<file path="src/rtl/tl_pkg.sv">
// Shared types and constants for the traffic light controller.
// Lamp vectors are {red, yellow, green}.
package tl_pkg;

   typedef enum logic [2:0] {
      ALL_RED_A = 3'd0,
      NS_GREEN  = 3'd1,
      NS_YELLOW = 3'd2,
      ALL_RED_B = 3'd3,
      EW_GREEN  = 3'd4,
      EW_YELLOW = 3'd5,
      WALK      = 3'd6,
      FLASH     = 3'd7
   } tl_state_e;

   localparam logic [2:0] LAMP_RED = 3'b100;
   localparam logic [2:0] LAMP_YEL = 3'b010;
   localparam logic [2:0] LAMP_GRN = 3'b001;
   localparam logic [2:0] LAMP_OFF = 3'b000;

   localparam logic MODE_LONG  = 1'b0;
   localparam logic MODE_SHORT = 1'b1;

   // Green and walk phases use the long back-counter period.
   function automatic logic mode_of(input tl_state_e s);
      logic m;
      case (s)
         NS_GREEN, EW_GREEN, WALK: m = MODE_LONG;
         default:                  m = MODE_SHORT;
      endcase
      return m;
   endfunction

endpackage

</file>
<file path="src/rtl/rise_detect.sv">
// Rising-edge detector: rise is high for the one cycle in which d is high
// and its registered copy is still low.
module rise_detect (
   input  logic clk,
   input  logic rst_n,
   input  logic d,
   output logic rise
);

   logic d_r;

   // History register for d.
   always_ff @(posedge clk or negedge rst_n) begin
      if (!rst_n) begin
         d_r <= 1'b0;
      end else begin
         d_r <= d;
      end
   end

   assign rise = d & ~d_r;

endmodule

</file>
<file path="src/rtl/traffic_light_controller.sv">
// Two-direction traffic light controller with pedestrian phase and
// flashing-yellow night operation, stepped by back-counter timeout edges.
module traffic_light_controller
   import tl_pkg::*;
(
   input  logic       clk,
   input  logic       rst_n,
   input  logic       pulse,
   input  logic       timeout,
   input  logic       night,
   input  logic       ped_req,
   output logic       mode,
   output logic [2:0] ns_light,
   output logic [2:0] ew_light,
   output logic       walk
);

   tl_state_e  state_r;
   tl_state_e  next_state_s;
   logic       edge_s;
   logic       ped_pending_r;
   logic       ped_next_s;
   logic       flash_on_r;
   logic       flash_next_s;
   logic [2:0] ns_next_s;
   logic [2:0] ew_next_s;
   logic       mode_next_s;
   logic       walk_next_s;

   rise_detect u_timeout_rise (
      .clk   (clk),
      .rst_n (rst_n),
      .d     (timeout),
      .rise  (edge_s)
   );

   // Next-state selection; only a fresh timeout edge moves the FSM.
   always_comb begin
      next_state_s = state_r;
      if (edge_s) begin
         case (state_r)
            ALL_RED_A: begin
               if (night) begin
                  next_state_s = FLASH;
               end else if (ped_pending_r) begin
                  next_state_s = WALK;
               end else begin
                  next_state_s = NS_GREEN;
               end
            end
            NS_GREEN:  next_state_s = NS_YELLOW;
            NS_YELLOW: next_state_s = ALL_RED_B;
            ALL_RED_B: next_state_s = night ? FLASH : EW_GREEN;
            EW_GREEN:  next_state_s = EW_YELLOW;
            EW_YELLOW: next_state_s = ALL_RED_A;
            WALK:      next_state_s = NS_GREEN;
            FLASH:     next_state_s = night ? FLASH : ALL_RED_A;
            default:   next_state_s = ALL_RED_A;
         endcase
      end else begin
         next_state_s = state_r;
      end
   end

   // Pedestrian latch and flash phase; WALK entry wins over a same-cycle request.
   always_comb begin
      ped_next_s   = ped_pending_r;
      flash_next_s = 1'b0;
      if ((next_state_s == WALK) && (state_r != WALK)) begin
         ped_next_s = 1'b0;
      end else if (ped_req && (state_r != WALK)) begin
         ped_next_s = 1'b1;
      end else begin
         ped_next_s = ped_pending_r;
      end
      if (next_state_s != FLASH) begin
         flash_next_s = 1'b0;
      end else if (state_r != FLASH) begin
         flash_next_s = 1'b1;
      end else if (pulse) begin
         flash_next_s = ~flash_on_r;
      end else begin
         flash_next_s = flash_on_r;
      end
   end

   // Output decode from the upcoming state so outputs register with it.
   always_comb begin
      ns_next_s   = LAMP_RED;
      ew_next_s   = LAMP_RED;
      mode_next_s = mode_of(next_state_s);
      walk_next_s = 1'b0;
      case (next_state_s)
         NS_GREEN:  ns_next_s = LAMP_GRN;
         NS_YELLOW: ns_next_s = LAMP_YEL;
         EW_GREEN:  ew_next_s = LAMP_GRN;
         EW_YELLOW: ew_next_s = LAMP_YEL;
         WALK:      walk_next_s = 1'b1;
         FLASH: begin
            ns_next_s = flash_next_s ? LAMP_YEL : LAMP_OFF;
            ew_next_s = flash_next_s ? LAMP_YEL : LAMP_OFF;
         end
         default: begin
            ns_next_s = LAMP_RED;
            ew_next_s = LAMP_RED;
         end
      endcase
   end

   // State, latches and registered outputs.
   always_ff @(posedge clk or negedge rst_n) begin
      if (!rst_n) begin
         state_r       <= ALL_RED_A;
         ped_pending_r <= 1'b0;
         flash_on_r    <= 1'b0;
         ns_light      <= LAMP_RED;
         ew_light      <= LAMP_RED;
         mode          <= MODE_SHORT;
         walk          <= 1'b0;
      end else begin
         state_r       <= next_state_s;
         ped_pending_r <= ped_next_s;
         flash_on_r    <= flash_next_s;
         ns_light      <= ns_next_s;
         ew_light      <= ew_next_s;
         mode          <= mode_next_s;
         walk          <= walk_next_s;
      end
   end

endmodule

</file>
<file path="config.mk">
export PLATFORM = sky130hd
export DESIGN_NAME = traffic_light_controller
export DESIGN_NICKNAME = d
export VERILOG_FILES = /design/src/rtl/tl_pkg.sv /design/src/rtl/rise_detect.sv /design/src/rtl/traffic_light_controller.sv
export SDC_FILE = /design/constraint.sdc
export NUM_CORES = 1
export LEC_CHECK = 0
export ABC_AREA = 1
export ABC_CLOCK_PERIOD_IN_PS = 4040
export BUFFER_PORTS_ARGS = -buffer_cell sky130_fd_sc_hd__buf_4
export CAP_MARGIN = 30
export CORE_ASPECT_RATIO = 0.75
export CORE_UTILIZATION = 39
export DETAILED_ROUTE_END_ITERATION = 10
export GPL_TIMING_DRIVEN = 0
export HOLD_SLACK_MARGIN = 0.06
export PLACE_DENSITY = 0.62
export RECOVER_POWER = 25
export SKIP_CTS_REPAIR_TIMING = 1
export SYNTH_ARGS = -nofsm -noshare
export SYNTH_HDL_FRONTEND = slang
export SYNTH_HIERARCHICAL = 1
export SYNTH_SLANG_ARGS = --single-unit
export TNS_END_PERCENT = 10
</file>
<file path="constraint.sdc">
create_clock -name clk -period 4.04 [get_ports clk]
set_clock_uncertainty 0.05 [all_clocks]
set_input_delay 0.606 -clock clk [delete_from_list [all_inputs] [get_ports clk]]
set_output_delay 0.606 -clock clk [all_outputs]
set_load 0.01 [all_outputs]
</file>
Word level (Yosys, flattened, before mapping). Cells that the tools add are included.

Divide/modulo/power cells: 0. Equality and inequality tests: 16. Multiplexer cells: 16. Add/sub/neg operators: 0. Reduce and logical (&&, ||, !) cells: 5. Order comparisons: 0. Bitwise operators: 3. $mul: 0. Shift-type cells: 0.

Operator list (number): $eq 3x3->1 const B (8); $pmux 3 s8 (1); $pmux 3 s3 (2); $mux 3 (4); $eq 3x2->1 const B (3); $ne 3x3->1 const B (3); $mux 1 (7); $eq 3x1->1 const B (2); $mux 2 (2); $logic_not 3->1 (1); $reduce_or 3->1 (1); $logic_and 1x1->1 (2); $not 1->1 (2); $reduce_bool 2->1 (1); $and 1x1->1 (1).

Latch bits: 0. Bits in writable memories: 0. Output and inout bits: 8. Memories kept: 0. Word-level logic and storage cells: 48. ROM bits: 0. Flip-flop bits (word level): 14. Input bits: 6.

Logic depth before layout (Yosys ltp). Gate-level depths: netlist (run 1).

Depth in word-level cells: 8. Gate-level depth with buffers: 10. Mapped depth without buffers: 10.

By module. Netlist (run 1), hierarchy kept.

By module, submodules not included: traffic_light_controller (instances 1, cells each 75, sequential area each 329.1 µm², area each 641.9 µm²); rise_detect (instances 1, cells each 3, sequential area each 25.0 µm², area each 35.0 µm²).

Worst setup path after synthesis (run 1). No wires, ideal clock.

Path kind: input to register. Start: in timeout. End: reg ped_pending_r. Buffers on the path: 0. Cell stages on the path: 9. Slack: 2.520 ns. Library setup time: 0.122 ns. Arrival: 1.347 ns. Data required time: 3.868 ns. Cells stage by stage: inv_1 nor2_2 inv_1 a21oi_1 nand2_2 nand2_4 nand2_2 nor2_2 a21oi_1.

Word-level cells in the longest chain between the ends: 5. Elaborated cells on any way between the ends: 6. Classes of those cells: eq/ne (1); mux (2); bitwise (1); reduce/logical (2).

RTL lines: start, declared (line traffic_light_controller.sv:9) `input logic timeout,`; $and 1x1->1 * (line rise_detect.sv:21) `assign rise = d & ~d_r;`; net edge_s (line traffic_light_controller.sv:20) `logic edge_s;`; $mux 3 * (line traffic_light_controller.sv:40) `if (edge_s) begin`; $eq 3x3->1 * (line traffic_light_controller.sv:69) `if ((next_state_s == WALK) && (state_r != WALK)) begin`; $logic_and 1x1->1 * (line traffic_light_controller.sv:69); $mux 1 or $reduce_bool 2->1 (tied branches); end signal, assigned (line traffic_light_controller.sv:122) `ped_pending_r <= ped_next_s;`; end, declared (line traffic_light_controller.sv:21) `logic ped_pending_r;`.

Mark *: on every way through the listed nets, which the timed path passes. The rest lies on a longest branch. A chain may end at the register's enable or synchronous reset.

Worst setup path after layout (run 1).
Start: reg ns_light[2]. End: out ns_light[2].

RTL lines: start, declared (line traffic_light_controller.sv:13) `output logic [2:0] ns_light,`; start signal, assigned (line traffic_light_controller.sv:124) `ns_light <= ns_next_s;`.

No word-level cell between the ends.

==> results.md, run 1 <==
- Status: finished clean
- Max frequency: 637.5 MHz
- Clock Path Buffers: 2
- Final worst slack: 2.471 ns
- IO Pins: 14
- Crit-path cells: buf_4
- Drt via density: 4.397
- Critical Path End Type: output port
- Chip Width: 50.11 µm
- Starting Density: 0.4377
- Fill count: 151
- Synthesized net count: 84
- Synth Instances: 78
- CP Data Required Time: 3.38 ns
- Clk root buf: clkbuf_4
- Period utilisation layout: 0.3883
- P_leak: 0.4519 nW
- Commonest cells after routing, fill and taps aside: nand2_1 (20), buf_4 (12), inv_1 (11), dfrtp_1 (11)
- Distinct cells, synth: 15
- Final core occ: 0.5324
- Nets: 102
- Power Density: 681.8 nW/µm²
- R2R Path Start: u_timeout_rise/d_r
- R2R cell count: 8
- I/O Buffers: 13
- Final number of setup-violating endpoints: 0
- Most common library cell in the layout ignoring fill and taps: nand2_1
- Clock slew at reported path FFs: 0.08 ns
- Worst-Margin Slew: 0.7436 ns
- Worst-path cell with the longest stage delay: dfstp_2
- Sequential area share after synthesis: 0.5231
- Die ar.: 1908 µm²
- DR WL/cell: 10.38 µm
- GR Overflow Total: 0
- R2R Path End: ped_pending_r
- Die Y: 38.08 µm
- DRT Pass-1 Iters: 4
- CTS tree: yes
- Gpl congestion: 0.7956
- Synth Register Bits: 14
- DR iter-0 viols: 12
- CP Buf/Inv Count: 1
- Post-DP HPWL: 896.2 µm
- Detail Route Antenna Nets: 0
- Critical path class: reg2out
- Max-slew violations: 0
- Setup TNS: 0 ns
- Worst min-delay path class: in2async
- Post-Syn Area: 676.9 µm²
- Share of cells above drive strength 1: 0.3684
- Max Cap Violations: 0
- Largest net degree at the start of global routing: 15
- Crit path arrival time: 0.91 ns
- H-tree Lvls: 1
- Startpoint Class: flip-flop
- First-pass GRT wire length: 2001 µm
- Period minus WS final: 1.569 ns
- Post-Place Worst Slack: 2.281 ns
- Vias in the first global route: 471
- GRT Resource Usage Total: 0.1483
- Worst-Skew Late Latency: 0.27 ns
- Antenna violations before repair: 0
- Avg Cell Area, Syn: 8.678 µm²
- Synth-to-Final Area Change: 21.63%
- Total of warnings raised by yosys: 6
- Slew Limit Headroom: 0.5042
- RSZ-0062 raised after global routing: no
- Crit path largest cell delay: 0.53 ns
- # rows: 12
- Cts bufs inserted: 3
- Clk sinks: 14
- Delay-heaviest family, CP: flip-flops
- VDD IR max: 365.5 µV
- Inserted Diodes: 0
- Core Box Area: 1546 µm²
- Vias: 510
- Drt drc: 0
- Crit-path max FO: 1
- Routed wire length: 1204 µm
- R2R setup slack: 2.62 ns
- Final hold vios: 0
## how the worst max path moves through the flow
| stage | start | end | depth (start not counted) |
|---|---|---|---|
| after global placement | timeout | ped_pending_r | 10 |
| after detailed placement | timeout | ped_pending_r | 10 |
| after floorplan | timeout | ped_pending_r | 9 |
| after global routing | mode | mode | 1 |
| final | ns_light[2] | ns_light[2] | 1 |
| after CTS | ns_light[2] | ns_light[2] | 1 |
## state kept, by name, summed over array words and instances (netlist names)
register and cells:
ew_light 3, ns_light 3, state_r 3, flash_on_r 1, mode 1, ped_pending_r 1
u_timeout_rise/d_r 1, walk 1
## metrics by stage
step,std cells,power [W],hold WS (ns),cell area [µm²]
finish,116,0.0005614,0.3134,823.3
global route,116,0.0006055,0.3632,823.3
CTS,116,0.0005680,0.1090,827.0
detailed placement,112,0.0004828,0.4141,800.8
global placement,112,0.0004771,0.4116,800.8
floorplan,78,0.0003963,0.2604,676.9
## cells in the mapped netlist (all sizes together)
cell type   n  area [µm²]
o211ai      1       7.510
nand3       7       40.04
dfstp       3       78.83
dfrtp      11       275.3
inv        14       52.55
o21bai      1       18.77
nand2      27       128.9
nand4       1       12.51
nor2       10       47.54
a21oi       3       15.01
## layout make-up
cell class | instances | area (µm²) | share of cell area
flip-flops and latches | 14 | 354.1 | 0.4301
multi-input cells | 50 | 270.3 | 0.3283
repair buffers | 13 | 93.84 | 0.1140
inverters | 14 | 52.55 | 0.06383
clock buffers | 4 | 26.28 | 0.03191
well taps | 21 | 26.28 | 0.03191
## per-layer routing
layer | GRT usage | part of all wire
met2 | 0.2500 | 0.46
met4 | 0.02143 | 0
met1 | 0.1839 | 0.49
met5 | 0 | 0
met3 | 0.05952 | 0.049
## logic make-up (layout without fill, tap and decap cells)
family	count (synthesis)	in the layout	share of synthesized area
compound gates	5	5	0.06100
buf+inv	14	31	0.07763
simple gates	45	45	0.3382
flops	14	14	0.5231
## where the power goes
group / internal, W / switching (W)
Combinational: 0.000100 / 0.000142
Clock: 0.0000382 / 0.0000442
Sequential: 0.000201 / 0.0000361
Total: 0.000339 / 0.000222
No activity file was read; power rests on OpenSTA's default activity.
==> run 2: changes to the inputs <==
--- a/config.mk
+++ b/config.mk
@@ -5,8 +5,8 @@
 export SDC_FILE = /design/constraint.sdc
 export NUM_CORES = 1
 export LEC_CHECK = 0
-export ABC_AREA = 1
-export ABC_CLOCK_PERIOD_IN_PS = 4040
+export ABC_AREA = 0
+export ABC_CLOCK_PERIOD_IN_PS = 1500
 export BUFFER_PORTS_ARGS = -buffer_cell sky130_fd_sc_hd__buf_4
 export CAP_MARGIN = 30
 export CORE_ASPECT_RATIO = 0.75
==> constraint.sdc (replaced) <==
create_clock -name clk -period 1.5 [get_ports clk]
set_clock_uncertainty 0.05 [all_clocks]
set_input_delay 0.225 -clock clk [delete_from_list [all_inputs] [get_ports clk]]
set_output_delay 0.225 -clock clk [all_outputs]
set_load 0.01 [all_outputs]
==> results.md, run 2 <==
- Synth top area cells: dfrtp_1 (41%), dfstp_2 (12%), a21oi_1 (5.2%), o21ai_0 (4.5%), nor2_1 (2.8%)
- Post-Syn Area: 674.4 µm²
- H-tree Lvls: 1
- CP Buf/Inv Count: 2
- CTS tree: yes
- Chip Width: 50.02 µm
- Nets: 93
- Drt drc: 0
- Total of warnings raised by yosys: 6
- CP Depth: 7
- Worst-Skew Late Latency: 0.27 ns
- Period utilisation layout: 1.107
- Worst min-delay path class: in2reg
- Detail Route Antenna Nets: 0
- Worst-path cell with the longest stage delay: dfrtp_1
- Cts bufs inserted: 3
- Inserted Diodes: 0
- Avg Cell Area, Syn: 10.38 µm²
- I/O Buffers: 13
- Die ar.: 1901 µm²
- IO Pins: 14
- Final hold vios: 0
- Synth-to-Final Area Change: 33.40%
- Post-synth EDFFs: 0
- Vias in the first global route: 430
- GRT Resource Usage Total: 0.1427
- Share of the synthesized area in the top cell type: 0.4082
- Core Box Area: 1546 µm²
- DRT Pass-1 Iters: 4
- Power Density: 1952 nW/µm²
- Crit path largest cell delay: 0.39 ns
- Final worst slack: -0.1599 ns
- Finished Layout Cells: 107
- R2R cell count: 7
- Asr flop ratio synth: 1.000
- Synth Register Bits: 14
- Top-count cell post-synth: dfrtp_1
- Antenna violations before repair: 0
- Vias: 509
- Yosys top cell by area: dfrtp_1
- Critical Path End Type: flip-flop
- Largest net degree at the start of global routing: 15
- Final core occ: 0.5817
- Most common library cell in the layout ignoring fill and taps: buf_4
- # rows: 12
- Top cells by count, synth: dfrtp_1 (11), a21oi_1 (7), o21ai_0 (6), nor2_1 (5)
- Crit path arrival time: 1.77 ns
- Final number of setup-violating endpoints: 8
- Hold depth: 3
- Share of cells above drive strength 1: 0.4535
- Clk sinks: 14
- Gpl congestion: 0.8513
- Clock Path Buffers: 2
- Delay-heaviest family, CP: compound AO/OA/AOI/OAI gates
- Hold Slack: 0.1710 ns
- Distinct cells, synth: 29
- Drt via density: 4.757
- First-pass GRT wire length: 1938 µm
- Routed wire length: 1238 µm
- Startpoint Class: flip-flop
- Max-slew violations: 0
- Crit-path cells: buf_6, or3b_4, a221oi_2, a21o_4, inv_4, nand3_4, a21oi_2
- Commonest cells after routing, fill and taps aside: buf_4 (13), dfrtp_1 (11), a21oi_1 (6), o21ai_0 (5), nor2_1 (4)
- Sequential area share after synthesis: 0.5250
- DR WL/cell: 11.57 µm
- Period minus WS final: 1.660 ns
- GR Overflow Total: 0
- Synth Instances: 65
- Worst-Margin Slew: 0.7610 ns
- Max Cap Violations: 0
- VDD IR max: 882.9 µV
- Starting Density: 0.4361
- Slew Limit Headroom: 0.4927
- Clock slew at reported path FFs: 0.08 ns
- Dominant synthesized flop cell: dfrtp_1
- Post-DP HPWL: 838.3 µm
- P_leak: 0.4051 nW
- Placed Cells: 99
- Clk root buf: clkbuf_4
- Biggest registers after layout: ew_light: 3 flops, ns_light: 3 flops, state_r: 3 flops
- Total power: 0.001756 W
- RSZ-0062 raised after global routing: yes
- Die Y: 38.01 µm
- Max frequency: 602.4 MHz
- DR iter-0 viols: 14
- Status: complete, but fails checks
- CP Data Required Time: 1.61 ns
- Critical path class: reg2reg
- Crit-path max FO: 7
- Synthesized net count: 71
- Failing checks: setup timing
- Post-Place Worst Slack: -0.2321 ns
## run 2: cell count changes after synthesis, moves of 3 or more
cell     previous run  this run
a21oi_1             3         7
inv_1              11         3
inv_2               3         0
nand2_1            20         3
nand2_2             5         0
nand3_1             6         2
nor2_2              4         0
o21ai_0             0         6
## run 2: cell type report
type,count,area [µm²]
Tap cell,21,26.28
Clock buffer,4,36.28
Multi-Input combinational cell,43,297.8
Fill cell,148,646.9
Buffer,4,35.03
Inverter,4,20.02
Sequential cell,14,354.1
Timing Repair Buffer,17,130.1
## run 2: where the power goes
group	total (W)	leakage [nW]	internal [W]	switching, W
sequential	0.000615	0.169	0.000552	0.0000628
clock	0.000265	0.0210	0.000148	0.000117
combinational	0.000876	0.215	0.000422	0.000454
total	0.00176	0.405	0.00112	0.000634
## run 2: per-layer routing
metal | vias to the layer above | global-route usage | routed length, µm
li1 | 263 | - | -
met1 | 232 | 0.1980 | 668
met2 | 14 | 0.2067 | 494
met3 | 0 | 0.06349 | 75
met4 | 0 | 0.02143 | 0
met5 | - | 0 | 0
## run 2: worst reg2reg max path, stage by stage (launching register included)
cell and delay, ns:
dfrtp_1 0.39, buf_6 0.13, or3b_4 0.37, a221oi_2 0.25, a21o_4 0.17, inv_4 0.05
nand3_4 0.08, a21oi_2 0.06
## run 2: through the flow
stage	instance area (µm²)	setup TNS [ns]
after floorplan	679.4	-0.3494
after global placement	803.3	-1.212
after detailed placement	803.3	-1.226
after CTS	839.6	-1.049
after global routing	899.6	-1.428
final	899.6	-0.8752
## run 2: cells by family after synthesis
logic type | count (synthesis) | synth area share
AO/OA/AOI/OAI | 19 | 0.1855
XOR/XNOR | 2 | 0.02598
buffers and inverters | 8 | 0.06865
flip-flops | 14 | 0.5250
AND/OR/NAND/NOR | 22 | 0.1948
## run 2: final timing paths
| path | start | end | slack (ns) |
|---|---|---|---|
| worst max-delay path | state_r[2] | ns_light[1] | -0.16 |
| worst min-delay path | ped_req | ped_pending_r | 0.17 |
| worst max register to register | state_r[2] | ns_light[1] | -0.16 |
| worst min register to register | ped_pending_r | ped_pending_r | 0.54 |
| max in group asynchronous | rst_n | ns_light[0] | 0.45 |
| min in group asynchronous | rst_n | walk | 0.48 |
==> run 3: changes to the inputs <==
--- a/config.mk
+++ b/config.mk
@@ -10,6 +10,7 @@
 export BUFFER_PORTS_ARGS = -buffer_cell sky130_fd_sc_hd__buf_4
 export CAP_MARGIN = 30
 export CORE_ASPECT_RATIO = 0.75
+export CORE_MARGIN = 4
 export CORE_UTILIZATION = 39
 export DETAILED_ROUTE_END_ITERATION = 10
 export GPL_TIMING_DRIVEN = 0
==> results.md, run 3 (synthesis gave the netlist of run 2 again) <==
- Drt drc: 0
- Antenna violations before repair: 0
- Clk root buf: clkbuf_4
- CP Data Required Time: 1.62 ns
- Gpl congestion: 0.7522
- Crit-path max FO: 7
- P_leak: 0.4116 nW
- Nets: 96
- Period minus WS final: 1.702 ns
- Detail Route Antenna Nets: 0
- # rows: 12
- Crit path arrival time: 1.82 ns
- Die Y: 44.01 µm
- DP Area: 803.3 µm²
- Routed met1 length: 688 µm
- Final core occ: 0.5793
- Worst min-delay path class: in2reg
- Inserted Diodes: 0
- Vias in the first global route: 500
- Vias: 547
- Core Box Area: 1562 µm²
- Die ar.: 2465 µm²
- Final hold vios: 0
- Clock Path Buffers: 2
- Critical path class: reg2reg
- First-pass GRT wire length: 2339 µm
- I/O Buffers: 13
- GRT Resource Usage Total: 0.1277
- Commonest cells after routing, fill and taps aside: buf_4 (18), dfrtp_1 (11), a21oi_1 (6), o21ai_0 (5), nor2_1 (4)
- Chip Width: 56.02 µm
- Worst-Margin Slew: 0.7917 ns
- Routed wire length: 1447 µm
- Final number of setup-violating endpoints: 8
- Post-DP HPWL: 949.1 µm
- Share of cells above drive strength 1: 0.4607
- Power Density: 1979 nW/µm²
- Post-Place Worst Slack: -0.2242 ns
- DR WL/cell: 13.15 µm
- Metal3 WL: 98 µm
- Worst-Skew Late Latency: 0.28 ns
- Most common library cell in the layout ignoring fill and taps: buf_4
- Period utilisation layout: 1.135
- Starting Density: 0.4319
- Slew Limit Headroom: 0.4722
- Cts bufs inserted: 3
- DR iter-0 viols: 7
- Max frequency: 587.6 MHz
- Failing checks: setup timing
- Final worst slack: -0.2018 ns
- Hold Slack: 0.1600 ns
- Biggest registers after layout: ew_light: 3 flops, ns_light: 3 flops, state_r: 3 flops
- RSZ-0062 raised after global routing: yes
- Final instance area: 904.6 µm²
- Length of routed met2 wiring: 635 µm
- Max Cap Violations: 0
- Clk sinks: 14
- DRT Pass-1 Iters: 4
- Startpoint Class: flip-flop
- GR Overflow Total: 0
- H-tree Lvls: 1
- Largest net degree at the start of global routing: 15
- Max Used Layer: met4
- Synth-to-Final Area Change: 34.14%
- CTS tree: yes
- Drt via density: 4.973
- Max-slew violations: 0
- VDD IR max: 1001 µV
- Critical Path End Type: flip-flop
- IO Pins: 14
- Status: complete, but fails checks
- Clock slew at reported path FFs: 0.08 ns
## run 3: changes by cell type in the layout (fill, tap and decap cells not counted)
cell and change:
clkbuf_1 +1, clkbuf_8 -1, buf_6 -2, buf_4 +5
## run 3: layout make-up
cell class	count	area, µm²
sequential	14	354.1
timing repair buffer	20	151.4
tap	21	26.28
multi-input combinational	43	297.8
clock buffer	4	26.28
buffer	4	28.78
fill	144	656.9
inverter	4	20.02
## run 3: final timing paths
path | start | endpoint | slack (ns) | cells past startpoint
hold / removal | ped_req | ped_pending_r | 0.16 | 3
min in group asynchronous | rst_n | ew_light[1] | 0.48 | 2
setup reg to reg | state_r[2] | ns_light[1] | -0.20 | 7
max in group asynchronous | rst_n | ew_light[0] | 0.43 | 2
setup / recovery | state_r[2] | ns_light[1] | -0.20 | 7
hold reg to reg | ped_pending_r | ped_pending_r | 0.55 | 2
## run 3: critical path, cell delays in order (launching register included)
cell and delay (ns):
dfrtp_1 0.38, buf_6 0.13, or3b_4 0.40, a221oi_2 0.27
a21o_4 0.18, inv_4 0.05, nand3_4 0.08, a21oi_2 0.06
## run 3: per-stage QoR
stage	total power (W)	TNS, ns	instances
after global routing	0.001927	-2.081	110
after CTS	0.001650	-1.246	103
after global placement	0.001394	-1.143	99
final	0.001790	-1.309	110
after detailed placement	0.001420	-1.321	99
after floorplan	0.001157	-0.3494	65
## run 3: where the power goes
part           total [W]  switching [W]  internal, W
Combinational   0.000947       0.000479     0.000468
Sequential      0.000620      0.0000680     0.000552
Clock           0.000223       0.000120     0.000103
## run 3: layer usage
metal | global-route usage | vias to the layer above
met2 | 0.1958 | 20
li1 | - | 274
met1 | 0.1577 | 249
met5 | 0 | -
met3 | 0.05539 | 4
met4 | 0.05687 | 0
